<file path="src/rtl/tage_bank_sched.sv">
// Single-port TAGE bank scheduler: arbitrates prediction reads, buffered update
// writes and a periodic useful-bit attenuation sweep onto one registered bank port.
module tage_bank_sched #(
    parameter int DEPTH    = 128,
    parameter int PW       = 7,
    parameter int DATAW    = 9,
    parameter int FIFODEEP = 4,
    parameter int ATTW     = 18
) (
    input  logic             Clk_i,
    input  logic             Rest_i,
    input  logic             RdReq_i,
    input  logic [PW-1:0]    RdAddr_i,
    output logic             RdReady_o,
    input  logic             UpReq_i,
    input  logic [PW-1:0]    UpAddr_i,
    input  logic [DATAW-1:0] UpData_i,
    output logic             UpReady_o,
    output logic             BankEn_o,
    output logic             BankWe_o,
    output logic [PW-1:0]    BankAddr_o,
    output logic [DATAW-1:0] BankDin_o,
    output logic             BankUClr_o,
    output logic             SweepBusy_o
);

    localparam int QW = $clog2(FIFODEEP);
    localparam int CW = QW + 1;
    localparam int EW = PW + DATAW;

    typedef enum logic {
        IDLE,
        SWEEP
    } state_t;

    state_t           state_q, state_d;
    logic [PW-1:0]    sweepPtr_q, sweepPtr_d;
    logic             sweepPend_q, sweepPend_d;
    logic [ATTW-1:0]  attCnt_q, attCnt_d;
    logic [CW-1:0]    count_q, count_d;
    logic [QW-1:0]    rdPtr_q, rdPtr_d;
    logic [QW-1:0]    wrPtr_q, wrPtr_d;
    logic [EW-1:0]    fifoMem_q [FIFODEEP];

    logic             bankEn_q, bankEn_d;
    logic             bankWe_q, bankWe_d;
    logic [PW-1:0]    bankAddr_q, bankAddr_d;
    logic [DATAW-1:0] bankDin_q, bankDin_d;
    logic             bankUClr_q, bankUClr_d;

    logic             fifoFull;
    logic             fifoEmpty;
    logic             push;
    logic             grantHead;
    logic             grantRead;
    logic             grantSweep;
    logic             attWrap;
    logic [EW-1:0]    headEntry;

    assign fifoFull  = (count_q == CW'(FIFODEEP));
    assign fifoEmpty = (count_q == '0);
    assign headEntry = fifoMem_q[rdPtr_q];

    // Readies are gated by reset so nothing is accepted while the block is held.
    assign UpReady_o = !Rest_i && !fifoFull;
    assign RdReady_o = !Rest_i && RdReq_i && !fifoFull;
    assign push      = UpReq_i && UpReady_o;
    assign attWrap   = push && (attCnt_q == '1);

    always_comb begin
        grantHead  = 1'b0;
        grantRead  = 1'b0;
        grantSweep = 1'b0;
        if (fifoFull) begin
            grantHead = 1'b1;
        end else if (RdReq_i) begin
            grantRead = 1'b1;
        end else if (state_q == SWEEP) begin
            grantSweep = 1'b1;
        end else if (!fifoEmpty) begin
            grantHead = 1'b1;
        end
    end

    always_comb begin
        bankEn_d   = grantHead || grantRead || grantSweep;
        bankWe_d   = grantHead || grantSweep;
        bankUClr_d = grantSweep;
        bankAddr_d = '0;
        bankDin_d  = '0;
        if (grantRead) begin
            bankAddr_d = RdAddr_i;
        end else if (grantSweep) begin
            bankAddr_d = sweepPtr_q;
        end else if (grantHead) begin
            bankAddr_d = headEntry[EW-1:DATAW];
            bankDin_d  = headEntry[DATAW-1:0];
        end
    end

    always_comb begin
        count_d  = count_q;
        rdPtr_d  = rdPtr_q;
        wrPtr_d  = wrPtr_q;
        attCnt_d = attCnt_q;
        if (push) begin
            wrPtr_d  = wrPtr_q + 1'b1;
            attCnt_d = attCnt_q + 1'b1;
        end
        if (grantHead) begin
            rdPtr_d = rdPtr_q + 1'b1;
        end
        if (push && !grantHead) begin
            count_d = count_q + 1'b1;
        end else if (!push && grantHead) begin
            count_d = count_q - 1'b1;
        end
    end

    // A wrap during an active sweep stays pending and launches the next sweep from IDLE.
    always_comb begin
        state_d     = state_q;
        sweepPtr_d  = sweepPtr_q;
        sweepPend_d = sweepPend_q || attWrap;
        case (state_q)
            IDLE: begin
                if (sweepPend_q) begin
                    state_d     = SWEEP;
                    sweepPtr_d  = '0;
                    sweepPend_d = attWrap;
                end
            end
            SWEEP: begin
                if (grantSweep) begin
                    if (sweepPtr_q == PW'(DEPTH - 1)) begin
                        state_d    = IDLE;
                        sweepPtr_d = '0;
                    end else begin
                        sweepPtr_d = sweepPtr_q + 1'b1;
                    end
                end
            end
            default: begin
                state_d = IDLE;
            end
        endcase
    end

    always_ff @(posedge Clk_i or posedge Rest_i) begin
        if (Rest_i) begin
            state_q     <= IDLE;
            sweepPtr_q  <= '0;
            sweepPend_q <= 1'b0;
            attCnt_q    <= '0;
            count_q     <= '0;
            rdPtr_q     <= '0;
            wrPtr_q     <= '0;
            bankEn_q    <= 1'b0;
            bankWe_q    <= 1'b0;
            bankAddr_q  <= '0;
            bankDin_q   <= '0;
            bankUClr_q  <= 1'b0;
        end else begin
            state_q     <= state_d;
            sweepPtr_q  <= sweepPtr_d;
            sweepPend_q <= sweepPend_d;
            attCnt_q    <= attCnt_d;
            count_q     <= count_d;
            rdPtr_q     <= rdPtr_d;
            wrPtr_q     <= wrPtr_d;
            bankEn_q    <= bankEn_d;
            bankWe_q    <= bankWe_d;
            bankAddr_q  <= bankAddr_d;
            bankDin_q   <= bankDin_d;
            bankUClr_q  <= bankUClr_d;
        end
    end

    always_ff @(posedge Clk_i) begin
        if (push) begin
            fifoMem_q[wrPtr_q] <= {UpAddr_i, UpData_i};
        end
    end

    assign BankEn_o    = bankEn_q;
    assign BankWe_o    = bankWe_q;
    assign BankAddr_o  = bankAddr_q;
    assign BankDin_o   = bankDin_q;
    assign BankUClr_o  = bankUClr_q;
    assign SweepBusy_o = (state_q == SWEEP);

endmodule

</file>
<file path="config.mk">
export PLATFORM = sky130hd
export DESIGN_NAME = tage_bank_sched
export DESIGN_NICKNAME = d
export VERILOG_FILES = /design/src/rtl/tage_bank_sched.sv
export SDC_FILE = /design/constraint.sdc
export NUM_CORES = 1
export LEC_CHECK = 0
export ABC_AREA = 1
export CORE_MARGIN = 3
export CORE_UTILIZATION = 50
export CTS_CLUSTER_SIZE = 24
export DETAILED_ROUTE_END_ITERATION = 6
export DONT_BUFFER_PORTS = 1
export MAX_ROUTING_LAYER = met4
export PLACE_DENSITY_LB_ADDON = 0.2
export SYNTH_ARGS = -nofsm -noshare
export SYNTH_HDL_FRONTEND = slang
export SYNTH_SLANG_ARGS = --single-unit
</file>
<file path="constraint.sdc">
create_clock -name Clk_i -period 2 [get_ports Clk_i]
set_input_delay 0 -clock Clk_i [delete_from_list [all_inputs] [get_ports Clk_i]]
set_output_delay 0 -clock Clk_i [all_outputs]
set_load 0.05 [all_outputs]
</file>
-- Word-level counts from Yosys, hierarchy flattened
Memory sizes are Yosys's and may differ from the RTL's.
Index checks and enable logic that the tools add are counted.
- reductions and logical operators: 18
- eq/ne operators: 5
- multiplexer cells: 29
- add/sub/neg operators: 6
- bitwise operators: 1
- operators by type and width (cell ; number):
    $mux W7 ; 6
    $mux W9 ; 3
    $add A18 B1 Y18 const B ; 1
    $eq A18 B18 Y1 const B ; 1
    $mux W1 ; 16
    $pmux W7 S2 ; 1
    $add A7 B1 Y7 const B ; 1
    $eq A7 B7 Y1 const B ; 1
    $logic_and A1 B1 Y1 ; 7
    $mux W3 ; 2
    $add A2 B1 Y2 const B ; 2
    $logic_not A1 Y1 ; 4
    $logic_or A1 B1 Y1 ; 4
    $add A3 B1 Y3 const B ; 1
    $eq A3 B3 Y1 const B ; 1
    $logic_not A3 Y1 ; 1
    $sub A3 B1 Y3 const B ; 1
    $ne A2 B1 Y1 const B ; 1
    $ne A2 B2 Y1 const B ; 1
    $pmux W1 S2 ; 1
    $reduce_and A2 Y1 ; 1
    $reduce_bool A2 Y1 ; 1
    $not A1 Y1 ; 1
- memories kept: 1
- input bits: 27
- logic and storage cells: 72
- register bits: 53
- bits in writable memories: 64
- memories (memory ; depth ; width ; read ports ; clocked after Yosys merged registers in ; write ports ; line ; text):
    fifoMem_q ; 4 ; 16 ; 1 ; 0 ; 1 ; 43 ; logic [EW-1:0] fifoMem_q [FIFODEEP];

-- Longest topological paths before layout
Gate-level depths: netlist of run 1.
- depth in word-level cells: 8
- mapped depth: 11

-- Least setup slack after synthesis of run 1
No wires, ideal clock.
- path type: input-to-reg
- start point: input Rest_i
- end point: register count_q[2]
- buffers on the path: 1
- slack: -0.746 ns
- data arrival time: 2.622 ns
- stages on the path: 10
- cells stage by stage: inv_1 -> nand3_4 -> inv_2 -> buf_4 -> ha_1 -> inv_1 -> fa_1 -> a21oi_1 -> o21ai_0 -> xnor2_1
- word-level cells in the longest chain between the ends: 6
- elaborated cells between the ends (all ways): 8
- those cells by class: mux: 1; reduce/logical: 7
- ends and longest elaborated chain (item ; line ; text):
    start: declaration ; 11 ; input logic Rest_i,
    $logic_not A1 Y1 (no source line) (*) ; - ;
    $logic_and A1 B1 Y1 (*) ; 65 ; assign UpReady_o = !Rest_i && !fifoFull;
    $logic_and A1 B1 Y1 (*) ; 67 ; assign push = UpReq_i && UpReady_o;
    net push ; 53 ; logic push;
    $logic_not A1 Y1 ; 115 ; end else if (!push && grantHead) begin
    $logic_and A1 B1 Y1 ; 115 ;
    $reduce_bool A2 Y1 (no source line) ; - ;
    end signal: assignment ; 168 ; count_q <= count_d;
    end: declaration ; 40 ; logic [CW-1:0] count_q, count_d;
Mark *: on every way through the listed nets, which the timed path passes. The rest lies on a longest branch.
A chain may end at the register's enable or synchronous reset.

-- Final worst setup path of run 1
- start point: register count_q[0]
- end point: register count_q[2]
- word-level cells in the longest chain between the ends: 8
- elaborated cells between the ends (all ways): 18
- those cells by class: add/sub: 2; eq/ne: 1; mux: 6; reduce/logical: 9
- ends and longest elaborated chain (item ; line ; text):
    $logic_not A3 Y1 ; 61 ; assign fifoEmpty = (count_q == '0);
    $mux W1 ; 80 ; end else if (!fifoEmpty) begin
    $mux W1 ; 78 ; end else if (state_q == SWEEP) begin
    $mux W1 ; 76 ; end else if (RdReq_i) begin
    $mux W1 ; 74 ; if (fifoFull) begin
    $logic_not A1 Y1 ; 113 ; if (push && !grantHead) begin
    $logic_and A1 B1 Y1 ; 113 ;
    $mux W3 / $reduce_bool A2 Y1 (equally long branches) ; - ;
Parallel ways exist; a longest one is shown, timed or not. The select of a mux whose other input is x is not followed.

==> results.md, run 1 <==
Synthesis:
- Yosys mapped a number of flops with a built-in enable equal to 64.
- The instance count of the mapped netlist is 464.
- The sequential area share after synthesis is 0.6501.
- Each instance of the synthesized netlist takes up on average 10.77 um^2.
- The flop and latch count out of synthesis is 117.
- The post-synth net total is 499.
- The top cell type's share of synthesized area is 0.3847.
- Yosys attributes the largest share of cell area to edfxtp_1 38%, dfrtp_1 27%, nand2_1 7.6%.
- By instance count, the leading cell after synthesis is nand2_1.
- The number of distinct library cell variants in the gate-level netlist after synthesis is 30.
- The most frequently used flop master after synthesis is edfxtp_1.
- The share of flip-flops with an asynchronous set or reset after synthesis is 0.4530.
- By count the netlist is led by 101 x nand2_1, 64 x edfxtp_1, 61 x nor2_1, 53 x dfrtp_1, 42 x inv_1.
- The cell type with the highest aggregate area in the netlist is edfxtp_1.
- The mapped netlist covers 0.004996 mm^2.
- The count of synthesis-stage warnings from yosys is 0.

Timing:
- Hold timing on the final database bottoms out at a slack of between 0.15 and 0.2 ns.
- The final number of hold-violating endpoints is 0.
- The least setup slack across all paths after layout is 0.1282 ns.
- The remaining max-slew budget at the tightest pin is 0.5268.
- The max-slew violation total from the final report is 0.
- The final-report setup violation count is 0.
- Based on the critical path, the design can be clocked at up to 0.5343 GHz.
- The measured slew at the worst slew-check pin is 0.7099 ns.
- The final worst clock skew is 0.007806 ns.
- In the finished design, the share of the clock period the worst path needs comes to 0.9359.
- The clock period could shrink to 1.872 ns.
- Setup repair after global routing left no endpoint under its margin.

Layout:
- The diode insertion count for antenna repair is 0.
- The net count of the finished layout is about 550.
- Fill cells in the final layout number 731.
- The filler-free cell count of the finished design is 661.
- The area of all placed cells without fillers is 0.006120 mm^2.
- Compared with the post-synthesis result, the final layout area differs by 22.49%.
- The utilization after layout is 0.6470.
- Of the cells placed in the final design, the portion with a size suffix greater than 1 is 0.1372.

Clocking:
- CTS saw 117 sinks.
- The clock latency on the worst-skew pair is 0.51 ns.
- The CTS buffer count is 17.
- Clock-pin slew was measured on the worst setup and hold paths at roughly 0.05 ns.
- The TritonCTS clock tree is yes.
- The H-tree depth is 4.
- In this run the deepest clock path goes through 2 buffers.
- The CTS root buffer is clkbuf_8.

Global route:
- Summed over all layers, the global routing overflow is 0.
- The largest net degree at the start of global routing is 54.
- The global-route usage over all layers is 0.1969.
- The via count of the first global-routing pass is 3373.
- The wire length of the first global-routing pass is 16550 um.
- The initial antenna violation count is 0.

Die:
- In this run the horizontal extent of the chip is 106.0 um.
- The I/O pin count is 49.
- The initialized floorplan defines 35 standard-cell rows.
- The area of the core is 0.009459 mm^2.
- The height of the die is 106.0 um.
- The starting density of the core is 0.5282.
- The die covers 0.01123 mm^2.

Pwr:
- For this design the ratio of total power to cell area is 1396 mW/mm^2.
- The clock share of power is 0.322.
- For this design the total switching power over the nets is 0.002977 W.
- The worst ir drop on vdd is around 0.68 mV.
- Of the total power, combinational logic draws 0.245.
- The internal power is 0.005564 W.
- The static leakage power is 2.560 nW.
- Of the total power, the share spent switching nets is 0.3486.
- The share of total power dissipated in sequential elements is 0.433.

Critical path:
- The worst reg2reg path depth is 9.
- Data arrives at the worst endpoint at 2.26 ns.
- The flop-to-flop setup slack is 0.13 ns.
- The worst setup path category is reg -> reg.
- The worst reg2reg path startpoint is count_q[0].
- The required time of the critical path is 2.39 ns.
- STA classifies the critical path startpoint as a register.
- STA classifies the critical path endpoint as a register.
- In this run the worst path has a maximum fanout of 3.
- In this run the worst setup path begins at count_q[0].
- The capture point of the worst path is count_q[2].
- The terminus of the critical flop-to-flop path is count_q[2].

Drt:
- The remaining antenna violation count after routing is 0.
- The detailed router placed 3406 vias in this run.
- In the final routed layout, each cell accounts on average for 15.10 um.
- The detailed router's first-iteration violation count is 173.
- The number of remaining DRC errors is 0.
- For this run, the detailed router's first-pass iteration total came to 4.
- The final wirelength is 9978 um.
- The detailed-route vias per instance is 5.153.

Place:
- The count of buffers added on input and output ports is 0.
- The final weighted congestion in routability-driven placement is slightly above 0.8.
- The placed instance count is 597.
- The setup slack at placement is 0.08825 ns.
- Summed over all nets, the half-perimeter wirelength after detailed placement is 6207 um.
- The instance area after placement is 0.005251 mm^2.

Status:
- The flow ran to the end, and the final reports show no timing, DRC or antenna violations.

Min path:
- The min-delay analysis places its worst path in the category in -> reg.

Job:
- The max capacitance violation total is 0.
[power by group through the flow]
stage / Sequential [W] / Combinational [W] / Clock [W]
3_5_place_dp: 0.00373 / 0.00195 / 0
4_1_cts: 0.00369 / 0.00206 / 0.00279
2_1_floorplan: 0.00366 / 0.00145 / 0
6_report: 0.00370 / 0.00209 / 0.00275
3_3_place_gp: 0.00372 / 0.00188 / 0
5_1_grt: 0.00375 / 0.00236 / 0.00293
[how the worst min path moves through the flow]
stage	from	to	slack, ns	cells after the start
floorplan	Rest_i	BankAddr_o[0]	0.08	1
global placement	UpData_i[3]	fifoMem_q[0][3]	0.1	0
detailed placement	UpData_i[3]	fifoMem_q[0][3]	0.1	0
CTS	RdAddr_i[2]	BankAddr_o[2]	0.17	3
global route	UpData_i[3]	fifoMem_q[0][3]	0.18	1
finish	UpData_i[4]	fifoMem_q[1][4]	0.19	1
[kinds of logic after synthesis]
logic type               Yosys count  share of synthesized area
buffers and inverters             58                    0.04908
AND/OR/NAND/NOR                  195                     0.1725
AO/OA/AOI/OAI                     70                    0.07864
flip-flops                       117                     0.6501
XOR/XNOR                          16                    0.02805
adder cells (fa/ha/maj)            8                    0.02154
[timing repair]
action | in CTS | in global routing
hold endpoints to repair | 144 | 0
buffers inserted | 0 | 2
setup endpoints to repair | 0 | 5
hold buffers | 30 | 0
gates resized for setup | 0 | 6
[cell type report]
| type | count | area (um^2) | area share |
|---|---|---|---|
| tap | 129 | 161.4 | 0.02638 |
| sequential | 117 | 3251 | 0.5312 |
| inverter | 45 | 178.9 | 0.02924 |
| multi-input combinational | 289 | 1528 | 0.2496 |
| timing repair buffer | 49 | 462.9 | 0.07565 |
| clock inverter | 12 | 112.6 | 0.01840 |
| clock buffer | 20 | 425.4 | 0.06952 |
[placed cells by master, fill, tap and decap left out, types with 3 or more instances in the layout]
master / count
o211ai_1: 5
dfrtp_1: 51
nand4_1: 5
a21oi_1: 8
edfxtp_1: 64
ha_1: 6
o22ai_1: 18
clkinvlp_4: 5
dlygate4sd3_1: 30
nor3_1: 3
o21ai_0: 37
nand3_1: 11
clkinv_1: 4
nor2_1: 56
nand2_2: 4
xor2_1: 12
clkbuf_16: 16
nand2_1: 101
inv_1: 38
nor2_2: 7
nand3_4: 3
clkinv_2: 3
buf_4: 16
inv_2: 4
xnor2_1: 4
clkbuf_1: 3
[flip-flops by register name, summed over array words and instances, names as in the netlist]
register and flops:
fifoMem_q 64, attCnt_q 18, BankDin_o 9, BankAddr_o 7, sweepPtr_q 7, count_q 3, rdPtr_q 2, wrPtr_q 2
BankEn_o 1, BankUClr_o 1, BankWe_o 1, SweepBusy_o 1, sweepPend_q 1
[worst max-delay path, cell delays in order (launching register included)]
cell	delay (ns)
dfrtp_1	0.41
o211ai_2	0.20
nand2_2	0.09
inv_2	0.08
ha_4	0.13
inv_2	0.04
fa_1	0.41
a21oi_1	0.15
o21ai_0	0.11
xnor2_1	0.13
[metal layers]
metal	GRT usage	part of all wire	vias up
met5	-	0	-
met4	0.06660	0.013	0
met3	0.05464	0.049	14
met2	0.3056	0.48	78
met1	0.2531	0.46	1651
li1	-	-	1663
[through the flow]
stage	setup TNS, ns	power, W
floorplan	-0.4167	0.005110
global placement	0	0.005601
detailed placement	0	0.005676
CTS	0	0.008542
global route	0	0.009039
finish	0	0.008541
Power figures use the tool's default switching activity.
==> run 2: changes to the inputs <==
- PLACE_DENSITY: default -> 0.68
- PLACE_DENSITY_LB_ADDON: 0.2 -> default
==> results.md, run 2 (synthesis gave the netlist of run 1 again) <==
Global route:
- Entering global routing, the biggest net connects 54 pins.
- The via count of the first global-routing pass is 3464.
- The initial antenna violation count was 0.
- The leftover overflow at the end of global routing is 0.
- The global-route usage over all layers is 0.1989.
- The first global-routing pass estimated 16860 um of wire.

Critical path:
- The biggest fanout along the worst timing path is 18.
- The worst setup path is launched from a register.
- The highest cell delay on the worst timing path is roughly 0.57 ns.
- The critical path's slowest cell is dlygate4sd3_1.
- Measured in cells, the most critical reg-to-reg path has a length of 7.
- The capturing element type of the critical path is a register.
- The required time of the critical path is 2.43 ns.
- The critical path starts at count_q[1].
- The critical path runs through a total of 7 cells.
- The worst reg2reg path startpoint is count_q[1].
- The critical path is of the reg -> reg type.
- The signal on the critical path passes through inv_1, nand3_4, nand2_2, buf_4, nand2_1, o211ai_1, dlygate4sd3_1.
- The count of buffer and inverter cells on the critical path is 3.
- The cell family contributing the most delay on the critical path is buffers and inverters.
- The critical path data arrival time is 2.33 ns.

Place:
- The congestion estimate from routability-driven global placement came to 0.8347.
- The placed wire-length estimate after detailed placement is around 6100 um.
- Input and output buffers added on the ports amount to 0.

Die:
- The floorplan step set the die height to about 110 um.
- The I/O pin count is 49.
- The die outline area is about 0.011 mm^2.
- The initial utilization of the core area, before any placement, comes to 0.5282.
- The floorplan has 35 rows.
- The width of the die is 106.0 um.
- In this run the standard cell core region covers 0.009459 mm^2.

Drt:
- The total via count in the routed design is roughly 3400.
- Dividing the detail-routed via count by the number of cells gives 5.141.
- Summed over all layers, the routed wires come to 9961 um.
- The first detailed-routing pass ran for 4 iterations.
- The remaining antenna violation count after routing is 0.
- The routed length per placed instance is 15.14 um.
- The detailed router's first-iteration violation count is around 180.
- In the routed design, unresolved DRC markers number 0.

Timing:
- Setup repair after global routing left no endpoint under its margin.
- The total negative slack for setup checks is 0 ns.
- The final worst clock skew is 0.01181 ns.
- For the pin with the worst max-slew slack, the measured transition is 0.7139 ns.
- The final-report setup violation count is 0.
- Counting I/O delays and the setup requirement, the final critical path takes 1.901 ns.
- The final number of hold-violating endpoints came to 0.
- Dividing the final minimum period by the clock period gives 0.9506.
- Final hold analysis gives a worst-case slack of around 0.20 ns.
- The worst pin sits at a relative slew slack of 0.5240.
- The achievable clock frequency is ~0.53 GHz.
- The max-slew violation total from the final report is 0.

Clocking:
- The CTS root buffer is clkbuf_8.
- The register clock-pin slew on the reported worst setup and hold paths is 0.06 ns.
- The clock net in this run drives a total of 117 sinks.
- The number of buffers between clock root and the deepest sink is 2.
- Counting the buffers created by CTS gives 17.
- TritonCTS built the clock tree.
- The H-tree depth is 4.
- The clock latency on the worst-skew pair is 0.50 ns.

Pwr:
- VDD sags by at most 0.6174 mV.
- For this design the static power due to leakage is between 2 and 3 nW.
- The net switching power figure is roughly 0.0030 W.
- The portion of total power attributed to combinational logic is 0.239.
- The clock share of power is 0.329.
- The switching share of power is 0.3535.
- The internal power is 0.005515 W.
- Of the total power, registers draw 0.431.
- The power density over the cells is 1400 mW/mm^2.

Min path:
- The classification of the worst-slack hold path is in -> out.
- The launch instance of the worst min-delay path is Rest_i.
- The count of cells along the worst hold path is 2.

Layout:
- The number of flip-flops under the largest register name is between 60 and 70.
- The most common cell after layout, fill and taps aside is nand2_1.
- The net count of the finished layout is 551.
- More flip-flops sit in one register than any other, and that register is fifoMem_q.
- Of the cells placed in the final design, the portion with a size suffix greater than 1 is 0.1399.
- In the layout the commonest cells are 101 x nand2_1, 64 x edfxtp_1, 56 x nor2_1.
- The area added between synthesis and finish is 21.99%.
- The number of antenna diodes in the final layout is 0.

Status:
- The run finished with clean final reports.

Job:
- The max capacitance violation total is 0.
## run 2: final timing paths
check	endpoint	slack, ns
max reg2reg	BankAddr_o[5]	0.1
min reg2reg	attCnt_q[5]	0.50
min	UpReady_o	0.20
max in group asynchronous	SweepBusy_o	1.24
min in group asynchronous	attCnt_q[16]	0.26
max	BankAddr_o[5]	0.1
## run 2: through the flow
step	setup slack, ns	instances	utilization	total power, W	instance area (um^2)
after floorplan	-0.2292	464	-	0.005110	5030
after global placement	0.1313	596	0.5530	0.005547	5231
after detailed placement	0.1007	596	0.5530	0.005620	5231
after CTS	0.02848	656	0.6415	0.008520	6068
after global routing	0.01883	658	0.6443	0.009016	6095
final	0.09882	658	0.6443	0.008531	6095
## run 2: final cells by class
cell class                      instances  area [um^2]
Fill cell                             710         3364
Multi-Input combinational cell        289         1528
Clock inverter                         12        131.4
Timing Repair Buffer                   45        411.6
Inverter                               45        182.7
Clock buffer                           20        425.4
Sequential cell                       117         3249
Tap cell                              129        161.4
Timing Repair inverter                  1        5.005
## run 2: layer usage
metal,vias up,global-route usage,share of wire
met2,68,0.3179,0.51
met5,-,-,0
met1,1642,0.2497,0.45
met4,0,0.07031,0.017
li1,1659,-,-
met3,14,0.04918,0.030
## run 2: power by group through the flow
stage                     clock [W]  sequential, W  combinational, W
after floorplan                   0        0.00366           0.00145
after global placement            0        0.00369           0.00186
final                       0.00281        0.00368           0.00204
after CTS                   0.00284        0.00366           0.00201
after global routing        0.00296        0.00373           0.00232
after detailed placement          0        0.00370           0.00192
## run 2: timing repair
action	4_1_cts	5_1_grt
buffers inserted	0	1
endpoints found under the setup margin	0	3
hold buffers	28	0
gates resized for setup	0	5
hold endpoints to repair	143	0
==> run 3: changes to the inputs <==
- CELL_PAD_IN_SITES_DETAIL_PLACEMENT: default -> 2
- CELL_PAD_IN_SITES_GLOBAL_PLACEMENT: default -> 2
- CORE_UTILIZATION: 50 -> 37
- PLACE_DENSITY: 0.68 -> default
- PLACE_DENSITY_LB_ADDON: default -> 0.1
==> results.md, run 3 (synthesis gave the netlist of run 1 again) <==
Die:
- The initial utilization of the core area, before any placement, comes to 0.3865.
- The die covers ~0.015 mm^2.
- The number of placement rows is 41.
- The area of the core is 0.01293 mm^2.
- The height of the die is 122.2 um.
- Pin placement for this block handled 49 I/O pins.
- The width of the die is 122.2 um.

Critical path:
- Data arrives at the worst endpoint at 2.17 ns.
- The capture point of the worst path is count_q[2].
- Across all register-to-register paths, the minimum setup slack is 0.13 ns.
- The critical path starts at count_q[1].
- STA classifies the critical path endpoint as a register.
- STA classifies the critical path startpoint as a register.
- For the worst setup path, the data required time is 2.30 ns.
- The terminus of the critical flop-to-flop path is count_q[2].
- By startpoint and endpoint, the worst setup path is classified as reg -> reg.
- The biggest fanout along the worst timing path is 5.
- In this run the critical register-to-register path is launched from count_q[1].
- The worst reg2reg path depth is 10.

Layout:
- The layout cell share with drive strength beyond 1 is 0.1402.
- Compared with the post-synthesis result, the final layout area differs by 22.24%.
- The sequential cells in the finished layout cover a total of 0.003249 mm^2.
- The footprint of the multi-input gates is 0.001525 mm^2.
- The filler cells instantiated in the layout total roughly 1300.
- In the layout the commonest cells are 101 x nand2_1, 64 x edfxtp_1, 57 x nor2_1.
- After the last flow step, the layout net total stands at 550.
- Leaving out fill and tap cells, the most frequent cell in the layout is nand2_1.
- The register with the most flip-flops in the final layout is fifoMem_q.
- The number of antenna diodes in the final layout is 0.
- The number of flip-flops under the largest register name is 64.

Drt:
- The final layout contains routed wiring with a total length of 13100 um.
- The total via count in the routed design is 3516.
- The detailed router's first-iteration violation count is 181.
- The routed length per placed instance is 18.72 um.
- The first TritonRoute pass finished after 6 iterations.
- After detailed routing, the number of remaining DRC violations is 0.
- After detailed routing, the number of vias per cell comes to 5.023.
- In this run the remaining antenna-violating nets after routing total 0.

Pwr:
- The static leakage power is about 2.6 nW.
- Overall power consumption after layout is estimated at around 0.0085 W.
- The worst-case IR drop observed on VDD is around 0.61 mV.
- For this design the ratio of total power to cell area is 1394 mW/mm^2.

Min path:
- The worst hold path passes through 2 cells.
- The tightest min-delay check is of the in -> out type.

Status:
- The flow ran to the end, and the final reports show no timing, DRC or antenna violations.

Timing:
- The final worst clock skew is 0.009157 ns.
- The part of the cycle the worst path needs is 0.9368.
- For this run, the top clock speed supported by timing is roughly 0.53 GHz.
- The final-report setup violation count is 0.
- The measured slew at the worst slew-check pin is around 0.73 ns.
- The remaining max-slew budget at the tightest pin is 0.5113.
- The final number of hold-violating endpoints is 0.
- The worst path needs between 1.5 and 2 ns of the cycle, external delays included.
- The minimum hold slack is 0.2161 ns.
- The max-slew violation total from the final report is 0.

Global route:
- The initial antenna violation count is 0.
- Entering global routing, the biggest net connects between 50 and 60 pins.
- The via count of the first global-routing pass is ~4000.
- Across every metal layer, demand over resource in global routing totals 0.1960.
- The first global-routing pass estimated about 21000 um of wire.
- Summed over all layers, the global routing overflow is 0.

Clocking:
- The CTS buffer count is 17.
- The number of buffers between clock root and the deepest sink is 2.
- The H-tree depth is 4.
- Clock tree synthesis selected as its root buffer the cell clkbuf_16.
- The clock sink count is 117.
- Clock-pin slew was measured on the worst setup and hold paths at 0.05 ns.
- TritonCTS built the clock tree.
- The clock latency on the worst-skew pair is 0.42 ns.

Place:
- The final weighted congestion in routability-driven placement is approximately 0.77.
- The placed wire-length estimate after detailed placement is between 8000 and 9000 um.
- The quantity of I/O buffers inserted on ports is 0.

Job:
- The max capacitance violation total is 0.
run 3: cell count changes in the layout (fill, tap and decap cells not counted), moves of 2 or more:
cell and change:
buf_4 +2, bufinv_16 -2, clkbuf_1 -2, clkinv_2 +4
clkinvlp_4 -3, dlygate4sd3_1 -2, inv_1 +2
run 3: final cells by class:
type	instances	share of cell area
clock inverter	13	0.01373
clock buffer	19	0.07253
sequential	117	0.5321
timing repair buffer	45	0.06802
multi-input combinational	289	0.2497
tap	172	0.03524
inverter	45	0.02868
run 3: metal layers:
layer / vias to the layer above / track usage / routed length (um)
met5: - / - / 0
met4: 0 / 0.07138 / 183
met3: 14 / 0.04132 / 422
met2: 53 / 0.3329 / 6846
met1: 1799 / 0.2302 / 5651
li1: 1650 / - / -
run 3: stage by stage:
step / std cells / setup WS (ns) / util / cell area [um^2] / TNS, ns
2_1_floorplan: 464 / -0.2292 / - / 5030 / -0.4167
3_3_place_gp: 641 / 0.1185 / 0.4110 / 5313 / 0
3_5_place_dp: 641 / 0.03794 / 0.4110 / 5313 / 0
4_1_cts: 699 / 0.02790 / 0.4718 / 6100 / 0
5_1_grt: 700 / -0.0002836 / 0.4724 / 6107 / -0.0002836
6_report: 700 / 0.1263 / 0.4724 / 6107 / 0
run 3: what timing repair did:
action,in CTS,in global routing
endpoints found under the hold margin,128,0
setup endpoints to repair,0,1
hold buffers,26,0
buffers inserted,0,1
resized for setup,0,2
run 3: power breakdown:
part,switching (W),internal [W],total (W)
clock,0.00109,0.00160,0.00270
combinational,0.00142,0.000716,0.00214
sequential,0.000669,0.00301,0.00368
run 3: worst max-delay path: stages, from the launching register on:
cell,delay [ns]
dfrtp_1,0.38
inv_1,0.10
nand3_4,0.14
nand2_2,0.08
inv_2,0.08
ha_4,0.13
inv_2,0.05
fa_1,0.41
a21oi_1,0.16
o21ai_1,0.10
xnor2_1,0.13
run 3: worst min-delay path by stage:
stage                      startpoint              end  slack (ns)
after global routing           Rest_i        UpReady_o        0.22
final                          Rest_i        UpReady_o        0.22
after global placement    UpData_i[1]  fifoMem_q[3][1]         0.1
after CTS                      Rest_i        UpReady_o        0.20
after detailed placement  UpData_i[3]  fifoMem_q[0][3]         0.1
after floorplan                Rest_i    BankAddr_o[0]        0.08
